`src/rtl/ssd_scan_driver.sv`:
```
// ssd_scan_driver
//   Time-multiplexed N-digit 7-segment driver. It provides:
//   - full hex decode (0-F)
//   - a decimal point per digit
//   - PWM brightness
//   - a double-buffered load port, so a value loaded mid-frame is shown only from the
//     next frame start and a frame never mixes old and new digits.
//
// Build option:
//   LEADING_ZERO_BLANK_EN  When defined, leading zero digits (index > 0) are blanked.
//                          Digit 0 is never blanked.
//
// Ports:
//   clk          clock, all logic on posedge
//   rst          synchronous reset, active-high
//   in_data      hex nibbles, digit i = in_data[4i+3:4i], digit 0 rightmost
//   in_dp        decimal point per digit, 1 = lit
//   in_valid     load request for in_data/in_dp
//   in_ready     1 = shadow slot free; transfer on in_valid & in_ready
//   bright       PWM duty level, 0 = dark, all-ones = full on (sampled live)
//   LED          anode select, active-low, at most one bit low
//   D_ssd        {a,b,c,d,e,f,g,dp}, active-low
//   frame_start  one-cycle pulse in the first output cycle of each digit-0 slot
module ssd_scan_driver #(
  parameter int unsigned NUM_DIGITS = 4,
  parameter int unsigned SLOT_LOG2  = 12,
  parameter int unsigned BRIGHT_W   = 2
) (
  input  logic                    clk,
  input  logic                    rst,
  input  logic [4*NUM_DIGITS-1:0] in_data,
  input  logic [NUM_DIGITS-1:0]   in_dp,
  input  logic                    in_valid,
  output logic                    in_ready,
  input  logic [BRIGHT_W-1:0]     bright,
  output logic [NUM_DIGITS-1:0]   LED,
  output logic [7:0]              D_ssd,
  output logic                    frame_start
);

  localparam int unsigned IdxW = (NUM_DIGITS > 1) ? $clog2(NUM_DIGITS) : 1;
  localparam logic [IdxW-1:0] LastIdx = IdxW'(NUM_DIGITS - 1);

  // Active-low abcdefg pattern for one hex nibble.
  function automatic logic [6:0] seg7(input logic [3:0] n);
    logic [6:0] s;
    case (n)
      4'h0: s = 7'h01;
      4'h1: s = 7'h4F;
      4'h2: s = 7'h12;
      4'h3: s = 7'h06;
      4'h4: s = 7'h4C;
      4'h5: s = 7'h24;
      4'h6: s = 7'h20;
      4'h7: s = 7'h0F;
      4'h8: s = 7'h00;
      4'h9: s = 7'h04;
      4'hA: s = 7'h08;
      4'hB: s = 7'h60;
      4'hC: s = 7'h31;
      4'hD: s = 7'h42;
      4'hE: s = 7'h30;
      4'hF: s = 7'h38;
    endcase
    return s;
  endfunction

  // Scan state
  logic [SLOT_LOG2-1:0]    r_cnt;
  logic [IdxW-1:0]         r_idx;

  // Double buffer: active drives the display, shadow holds the next value
  logic [4*NUM_DIGITS-1:0] r_act_data;
  logic [NUM_DIGITS-1:0]   r_act_dp;
  logic [4*NUM_DIGITS-1:0] r_shd_data;
  logic [NUM_DIGITS-1:0]   r_shd_dp;
  logic                    r_pending;

  logic                    w_slot_end;
  logic                    w_frame_end;
  logic                    w_accept;
  logic [IdxW-1:0]         w_idx_next;
  logic [BRIGHT_W-1:0]     w_phase;
  logic                    w_lit;
  logic [3:0]              w_nib;
  logic                    w_dp;
  logic                    w_blank;
  logic [NUM_DIGITS-1:0]   w_led;
  logic [6:0]              w_seg;

  assign in_ready    = ~r_pending;
  assign w_accept    = in_valid & ~r_pending;
  assign w_slot_end  = &r_cnt;
  assign w_frame_end = w_slot_end && (r_idx == LastIdx);

  always_comb begin
    w_idx_next = r_idx;
    if (w_slot_end) begin
      w_idx_next = (r_idx == LastIdx) ? '0 : r_idx + 1'b1;
    end
  end

  always_ff @(posedge clk) begin
    if (rst) begin
      r_cnt      <= '0;
      r_idx      <= '0;
      r_act_data <= '0;
      r_act_dp   <= '0;
      r_shd_data <= '0;
      r_shd_dp   <= '0;
      r_pending  <= 1'b0;
    end else begin
      r_cnt <= r_cnt + 1'b1;
      r_idx <= w_idx_next;
      // Swap and accept are exclusive (accept needs pending low), so a load taken on
      // the boundary edge lands in the shadow and waits for the next boundary.
      if (w_frame_end && r_pending) begin
        r_act_data <= r_shd_data;
        r_act_dp   <= r_shd_dp;
        r_pending  <= 1'b0;
      end else if (w_accept) begin
        r_shd_data <= in_data;
        r_shd_dp   <= in_dp;
        r_pending  <= 1'b1;
      end
    end
  end

  // PWM: the top BRIGHT_W bits of the slot counter give the duty phase.
  assign w_phase = r_cnt[SLOT_LOG2-1 -: BRIGHT_W];
  assign w_lit   = (&bright) || (w_phase < bright);

`ifdef LEADING_ZERO_BLANK_EN
  // w_zero_up[i] = nibbles i..NUM_DIGITS-1 of the active value are all zero
  logic [NUM_DIGITS-1:0] w_zero_up;

  always_comb begin
    w_zero_up = '1;
    for (int i = 0; i < NUM_DIGITS; i++) begin
      for (int j = i; j < NUM_DIGITS; j++) begin
        if (r_act_data[4*j +: 4] != 4'h0) begin
          w_zero_up[i] = 1'b0;
        end
      end
    end
  end
`endif

  always_comb begin
    w_nib   = '0;
    w_dp    = 1'b0;
    w_blank = 1'b0;
    w_led   = '1;
    for (int i = 0; i < NUM_DIGITS; i++) begin
      if (r_idx == IdxW'(i)) begin
        w_nib    = r_act_data[4*i +: 4];
        w_dp     = r_act_dp[i];
        w_led[i] = ~w_lit;
`ifdef LEADING_ZERO_BLANK_EN
        w_blank  = (i != 0) && w_zero_up[i];
`endif
      end
    end
  end

  assign w_seg = w_blank ? 7'h7F : seg7(w_nib);

  // Registered outputs, one cycle behind (idx, cnt, active)
  always_ff @(posedge clk) begin
    if (rst) begin
      LED         <= '1;
      D_ssd       <= 8'hFF;
      frame_start <= 1'b0;
    end else begin
      LED         <= w_led;
      D_ssd       <= {w_seg, ~w_dp};
      frame_start <= (r_idx == '0) && (r_cnt == '0);
    end
  end

endmodule
```
`config.mk`:
```
export PLATFORM = sky130hd
export DESIGN_NAME = ssd_scan_driver
export DESIGN_NICKNAME = d
export VERILOG_FILES = /design/src/rtl/ssd_scan_driver.sv
export SDC_FILE = /design/constraint.sdc
export NUM_CORES = 1
export LEC_CHECK = 0
export BUFFER_PORTS_ARGS = -buffer_cell sky130_fd_sc_hd__buf_4
export CAP_MARGIN = 25
export CORE_MARGIN = 2
export CORE_UTILIZATION = 30
export CTS_CLUSTER_DIAMETER = 40
export CTS_CLUSTER_SIZE = 14
export DETAILED_ROUTE_END_ITERATION = 6
export PLACE_DENSITY = 0.45
export SLEW_MARGIN = 20
export SYNTH_ARGS = -nofsm -noshare
export SYNTH_HDL_FRONTEND = slang
export SYNTH_SLANG_ARGS = --single-unit
export TNS_END_PERCENT = 100
```
`constraint.sdc`:
```
create_clock -name clk -period 2.8 [get_ports clk]
set_input_delay 0.14 -clock clk [delete_from_list [all_inputs] [get_ports clk]]
set_output_delay 0.14 -clock clk [all_outputs]
set_load 0.05 [all_outputs]
```
==> results of run 1 <==
[layer usage]
| layer | vias to the layer above | track usage, % |
|---|---|---|
| li1 | 1308 | - |
| met1 | 1135 | 19.2 |
| met2 | 46 | 20.1 |
| met3 | 8 | 3.87 |
| met4 | 0 | 4.00 |
| met5 | - | 0 |
[power groups by stage]
stage / combinational [mW] / sequential (mW) / clock (mW)
after floorplan: 0.0612 / 1.05 / 0
after global placement: 0.139 / 1.03 / 0
after detailed placement: 0.140 / 1.03 / 0
after CTS: 0.140 / 1.01 / 0.678
after global routing: 0.153 / 1.02 / 0.715
final: 0.137 / 1.01 / 0.645
[flip-flops by register name (all words and copies together) (netlist names)]
register     cells
r_act_data      16
r_idx            2
LED              4
r_shd_data      16
r_shd_dp         4
r_pending        1
D_ssd            8
r_cnt           12
frame_start      1
r_act_dp         4
[cells in the final DEF (no fill, tap or decap), types with 2 or more instances in the layout]
master    Yosys  routed
a211oi_1      3       3
or4_1         2       2
ha_1         13      13
xor2_1        8       8
nor2b_1       4       4
a221o_1       3       3
a21o_1        2       2
a311oi_4      2       2
nand3_1       5       5
a31oi_1       4       4
nor3b_1       3       3
clkbuf_8      0       9
and4_1        3       3
a21oi_1      44      44
dfxtp_1      68      68
nand4_1      23      23
o21ai_1       3       3
a211o_1       2       2
nor3_1        2       2
buf_4         2      45
o21ai_0      24      24
nand2_1      53      53
xnor2_1       2       2
inv_1        14      14
and2_1        2       2
nor4_1        3       3
clkinv_2      0       2
mux2i_1       5       5
nor2_1       15      15
nand3b_1      2       2
[layout make-up]
| cell class | count | area (um^2) |
|---|---|---|
| Sequential cell | 68 | 1360 |
| Clock inverter | 3 | 17.5 |
| Inverter | 14 | 52.6 |
| Clock buffer | 10 | 128 |
| Fill cell | 1049 | 6270 |
| Multi-Input combinational cell | 247 | 1530 |
| Timing Repair Buffer | 45 | 338 |
| Tap cell | 133 | 166 |
[metrics by stage]
stage	worst slack, ns	utilization [%]	cells
5_1_grt	0.244	36.4	520
3_5_place_dp	0.545	34.9	507
2_1_floorplan	0.740	-	356
3_3_place_gp	0.591	34.9	507
4_1_cts	0.516	36.4	520
6_report	0.491	36.4	520
[cells by family after synthesis]
kind of cell	after synthesis	share of synthesized area [%]
adders and majority gates	13	5.31
buffers and inverters	41	5.72
and+or+nand+nor	129	22.3
muxes	5	1.63
DFF	68	44.4
AOI/OAI and AO/OA	90	17.8
xor gates and xnor gates	10	2.86
[worst min path at each step]
stage | from | end | cells after the start
after floorplan | in_data[0] | r_shd_data[0] | 2
after global placement | in_data[12] | r_shd_data[12] | 3
after detailed placement | in_data[12] | r_shd_data[12] | 3
after CTS | in_data[12] | r_shd_data[12] | 3
after global routing | in_data[13] | r_shd_data[13] | 3
final | in_data[13] | r_shd_data[13] | 3
[critical path: stages (launching register included)]
cell      delay, ns
dfxtp_1        0.40
ha_1           0.59
a211oi_1       0.09
a221o_1        0.46
ha_1           0.26
nor4b_1        0.31
a211oi_1       0.08
==> impl_metrics.ini, run 1 <==
[status]
status = finished clean

[global_routing]
grt_pass1_wl_mm = 12.2
grt_max_degree = 69
grt_pass1_vias = 2422
antenna_found_initial = 0
grtUsageTotal_pct = 13.6
grt.overflow.total = 0

[sta]
hold_viol = 0
slew_viol_final = 0
setup-violations-final = 0
slew_headroom_pct = 47.3
fmax_mhz = 433
tightest_slew_ns = 0.790
grt_setup_unrepaired = no
fin_skew_ns = 0.00835
hold_ws_ns = 0.0440
layout_min_cycle_time_ns = 2.31
period_share_pct = 82.5
final.setup.tns_ns = 0

[yosys]
synth-main-ff-cell = dfxtp_1
ys_warn_count = 0
synth_common_cells = 68 x dfxtp_1, 53 x nand2_1, 44 x a21oi_1, 24 x o21ai_0, 23 x nand4_1
ys_types = 47
async_reset_ff_share_pct = 0
synth_seq_cells = 68
synth_largest_area_cell = dfxtp_1
synth_nets = 394
syn_area_um2 = 3060
synth_top_area_share_pct = 44.4
syn_area_per_cell_um2 = 8.61
synthCells = 356
synthTopCellsByArea = dfxtp_1 44%, a21oi_1 7.2%, nand2_1 6.5%, ha_1 5.3%, nand4_1 4.7%
yosysMostFrequentCell = dfxtp_1
ys_seq_area_share_pct = 44.4
synth_edf_count = 0

[routing]
drt-met1-wl_mm = 3.72
ant_nets = 0
drt_iter0_drc = 84
wirelength_mm = 7.04
vias_per_cell = 4.80
met3_wirelength_um = 268
via_count = 2497
routed-wl-met2_mm = 2.97
drc = 0
wire_per_inst_um = 13.5
firstDrtPassIters = 4
top_layer_used = met4

[power_and_ir_drop]
switching_share_pct = 24.5
cellPowerDensity_nw_per_um2 = 499
comb_power_share_pct = 7.6
internal-power_mw = 1.35
leakage_nw = 1.35
ir_worst_vdd_mv = 0.286
netSwitchingPower_mw = 0.440
pwr-share-clk_pct = 36.0
pwr-share-seq_pct = 56.4
power_mw = 1.79

[worst_setup_path]
timing.rr.end = D_ssd[7]
critical_path_class = reg2reg
crit_fanout = 18
ff2ff_setup_slack_ns = 0.49
crit_end = D_ssd[7]
rr_worst_depth = 6
cp.required_ns = 3.01
start_kind = flip-flop
end_kind = flip-flop
worst_ep_arrival_time_ns = 2.52
r2r_start = r_idx[0]
startpoint = r_idx[0]

[clock_network]
cts-htree-levels = 3
holdBufCountCts = 0
tritoncts = done
numClockSinks = 68
clk_path_buf_depth = 2
post_cts_resized = 0
clk_latency_ns = 0.34
clk_pin_slew_ns = 0.07
cts_root_buffer = clkbuf_8
cts_setup_buffers = 0
cts_made_buffers = 9

[floorplan]
core-area_um2 = 9860
die_area_um2 = 11000
die_w_um = 105
start_util_pct = 31.1
chipHeight_um = 105
rows = 36
io_pins = 39

[job]
drv_cap = 0

[placement]
port-buffer-count = 38
hpwl_mm = 4.81
routabilityCongestion = 0.782
placed_area_um2 = 3450

[finish]
fin_nets = 423
drive_gt1_share_pct = 16.8
diodes = 0
design_area_um2 = 3590
area_growth_pct = 17.2

[hold_path]
hold_class = in2reg
(Power assumes the default switching activity.)
==> run 2: changes to the inputs <==
==> constraint.sdc (replaced) <==
create_clock -name clk -period 2.16 [get_ports clk]
set_input_delay 0.108 -clock clk [delete_from_list [all_inputs] [get_ports clk]]
set_output_delay 0.108 -clock clk [all_outputs]
set_load 0.05 [all_outputs]
==> run 2 against run 1 <==
Against the previous run:
- utilization rose by 3.0 points
- setup slack worse by 0.33 ns
- sequential power increased by 30%
- sequential share of layout area shrank 2.8 points
- largest power group unchanged
- clock-buffer cell count rose by 1
- first-iteration DRC count decreased by 12%
- hold slack worse by 0.024 ns
- final cell count grew 5.2%
- clock skew grew 0.0057 ns
- via count up 3.4%
- critical path type unchanged
- maximum frequency up 16%
- total power rose by 37%
==> impl_metrics.ini, run 2 (synthesis gave the netlist of run 1 again) <==
[status]
status = finished clean

[power_and_ir_drop]
cellPowerDensity_nw_per_um2 = 632
leakage_nw = 1.47
ir_worst_vdd_mv = 0.303

[global_routing]
antenna_found_initial = 0
grtUsageTotal_pct = 13.4
grt_pass1_vias = 2467
grt.overflow.total = 0
grt_max_degree = 69
grt_pass1_wl_mm = 11.9

[sta]
tightest_slew_ns = 0.722
fmax_mhz = 501
setup-violations-final = 0
final.setup.tns_ns = 0
layout_setup_ws_ns = 0.162
hold_ws_ns = 0.0200
slew_viol_final = 0
slew_headroom_pct = 51.9
layout_min_cycle_time_ns = 2.00
period_share_pct = 92.5
fin_skew_ns = 0.0140
hold_viol = 0

[finish]
largestRegisters = r_act_data: 16 flops, r_shd_data: 16 flops, r_cnt: 12 flops
fin_nets = 447
drive_gt1_share_pct = 20.8
area_growth_pct = 26.8
fin_util_pct = 39.4
final_cell_mix = 66 x dfxtp_1, 53 x nand2_1, 52 x buf_4, 44 x a21oi_1, 24 x o21ai_0
diodes = 0
final_common_cell = dfxtp_1
design_area_um2 = 3890

[hold_path]
worstHoldPathCells = 3
hold_class = in2reg

[placement]
hpwl_mm = 4.74
routabilityCongestion = 0.763
port-buffer-count = 38
dp_slack_ns = 0.0417
placed_area_um2 = 3510

[routing]
firstDrtPassIters = 4
vias_per_cell = 4.72
wirelength_mm = 7.00
ant_nets = 0
via_count = 2581
drc = 0
drt_iter0_drc = 74
wire_per_inst_um = 12.8

[worst_setup_path]
crit_fanout = 8
start_kind = flip-flop
cp.required_ns = 2.37
critical_path_class = reg2reg
rr_worst_depth = 8
end_kind = flip-flop
worst_ep_arrival_time_ns = 2.21

[floorplan]
rows = 36
start_util_pct = 31.1
io_pins = 39
chipHeight_um = 105
die_w_um = 105
die_area_um2 = 11000
core-area_um2 = 9860

[clock_network]
tritoncts = done
clk_pin_slew_ns = 0.08
cts_root_buffer = clkbuf_8
cts-htree-levels = 3
cts_made_buffers = 9
clk_path_buf_depth = 2
clk_latency_ns = 0.34
numClockSinks = 68

[job]
drv_cap = 0
==> run 2: changes by cell type in the layout (fill, tap and decap cells not counted), sizes merged <==
cell,delta
buf,+8
clkinvlp,+2
clkbuf,+1
inv,+1
clkinv,-1
dlygate4sd3,+16
==> run 2: cell type report <==
cell class              count  area, um^2
fillers                  1040        5980
multi-input cells         247        1560
flip-flops and latches     68        1360
repair buffers             69         571
well taps                 133         166
clock buffers              11         141
inverters                  14        52.6
clock inverters             5        36.3
==> run 2: path summary, 6_finish.rpt <==
kind | start | endpoint | slack (ns)
worst max-delay path | r_idx[0] | D_ssd[7] | 0.16
worst min-delay path | in_data[10] | r_shd_data[10] | 0.02
worst max register to register | r_idx[0] | D_ssd[7] | 0.16
worst min register to register | r_shd_dp[1] | r_shd_dp[1] | 0.46
==> run 2: worst max-delay path, cell delays in order (launching register included) <==
cell      delay [ns]
dfxtp_2         0.34
inv_1           0.08
ha_2            0.27
nor3b_1         0.27
a221o_1         0.23
inv_1           0.08
ha_1            0.22
nor4_1          0.29
a211oi_1        0.08
==> run 2: through the flow <==
stage / cells / power (mW)
after floorplan: 356 / 1.45
after global placement: 514 / 1.52
after detailed placement: 514 / 1.52
after CTS: 544 / 2.49
after global routing: 547 / 2.58
final: 547 / 2.45
==> run 2: repair_timing <==
item / 4_1_cts / 5_1_grt
resized for setup: 0 / 10
hold buffers: 14 / 2
setup endpoints to repair: 0 / 7
setup buffers: 0 / 1
hold endpoints to repair: 14 / 2
==> run 2: metal layers <==
layer	GRT usage, %	up-vias	share of wire (%)
met3	4.43	5	3.8
li1	-	1356	-
met5	0	-	0
met4	3.43	0	0.90
met2	20.4	44	42
met1	18.1	1176	53
==> run 2: report_power, final <==
part / internal (mW) / leakage, nW / total (mW) / switching [mW]
combinational: 0.0890 / 0.830 / 0.200 / 0.111
sequential: 1.29 / 0.556 / 1.31 / 0.0203
clock: 0.450 / 0.0820 / 0.945 / 0.495
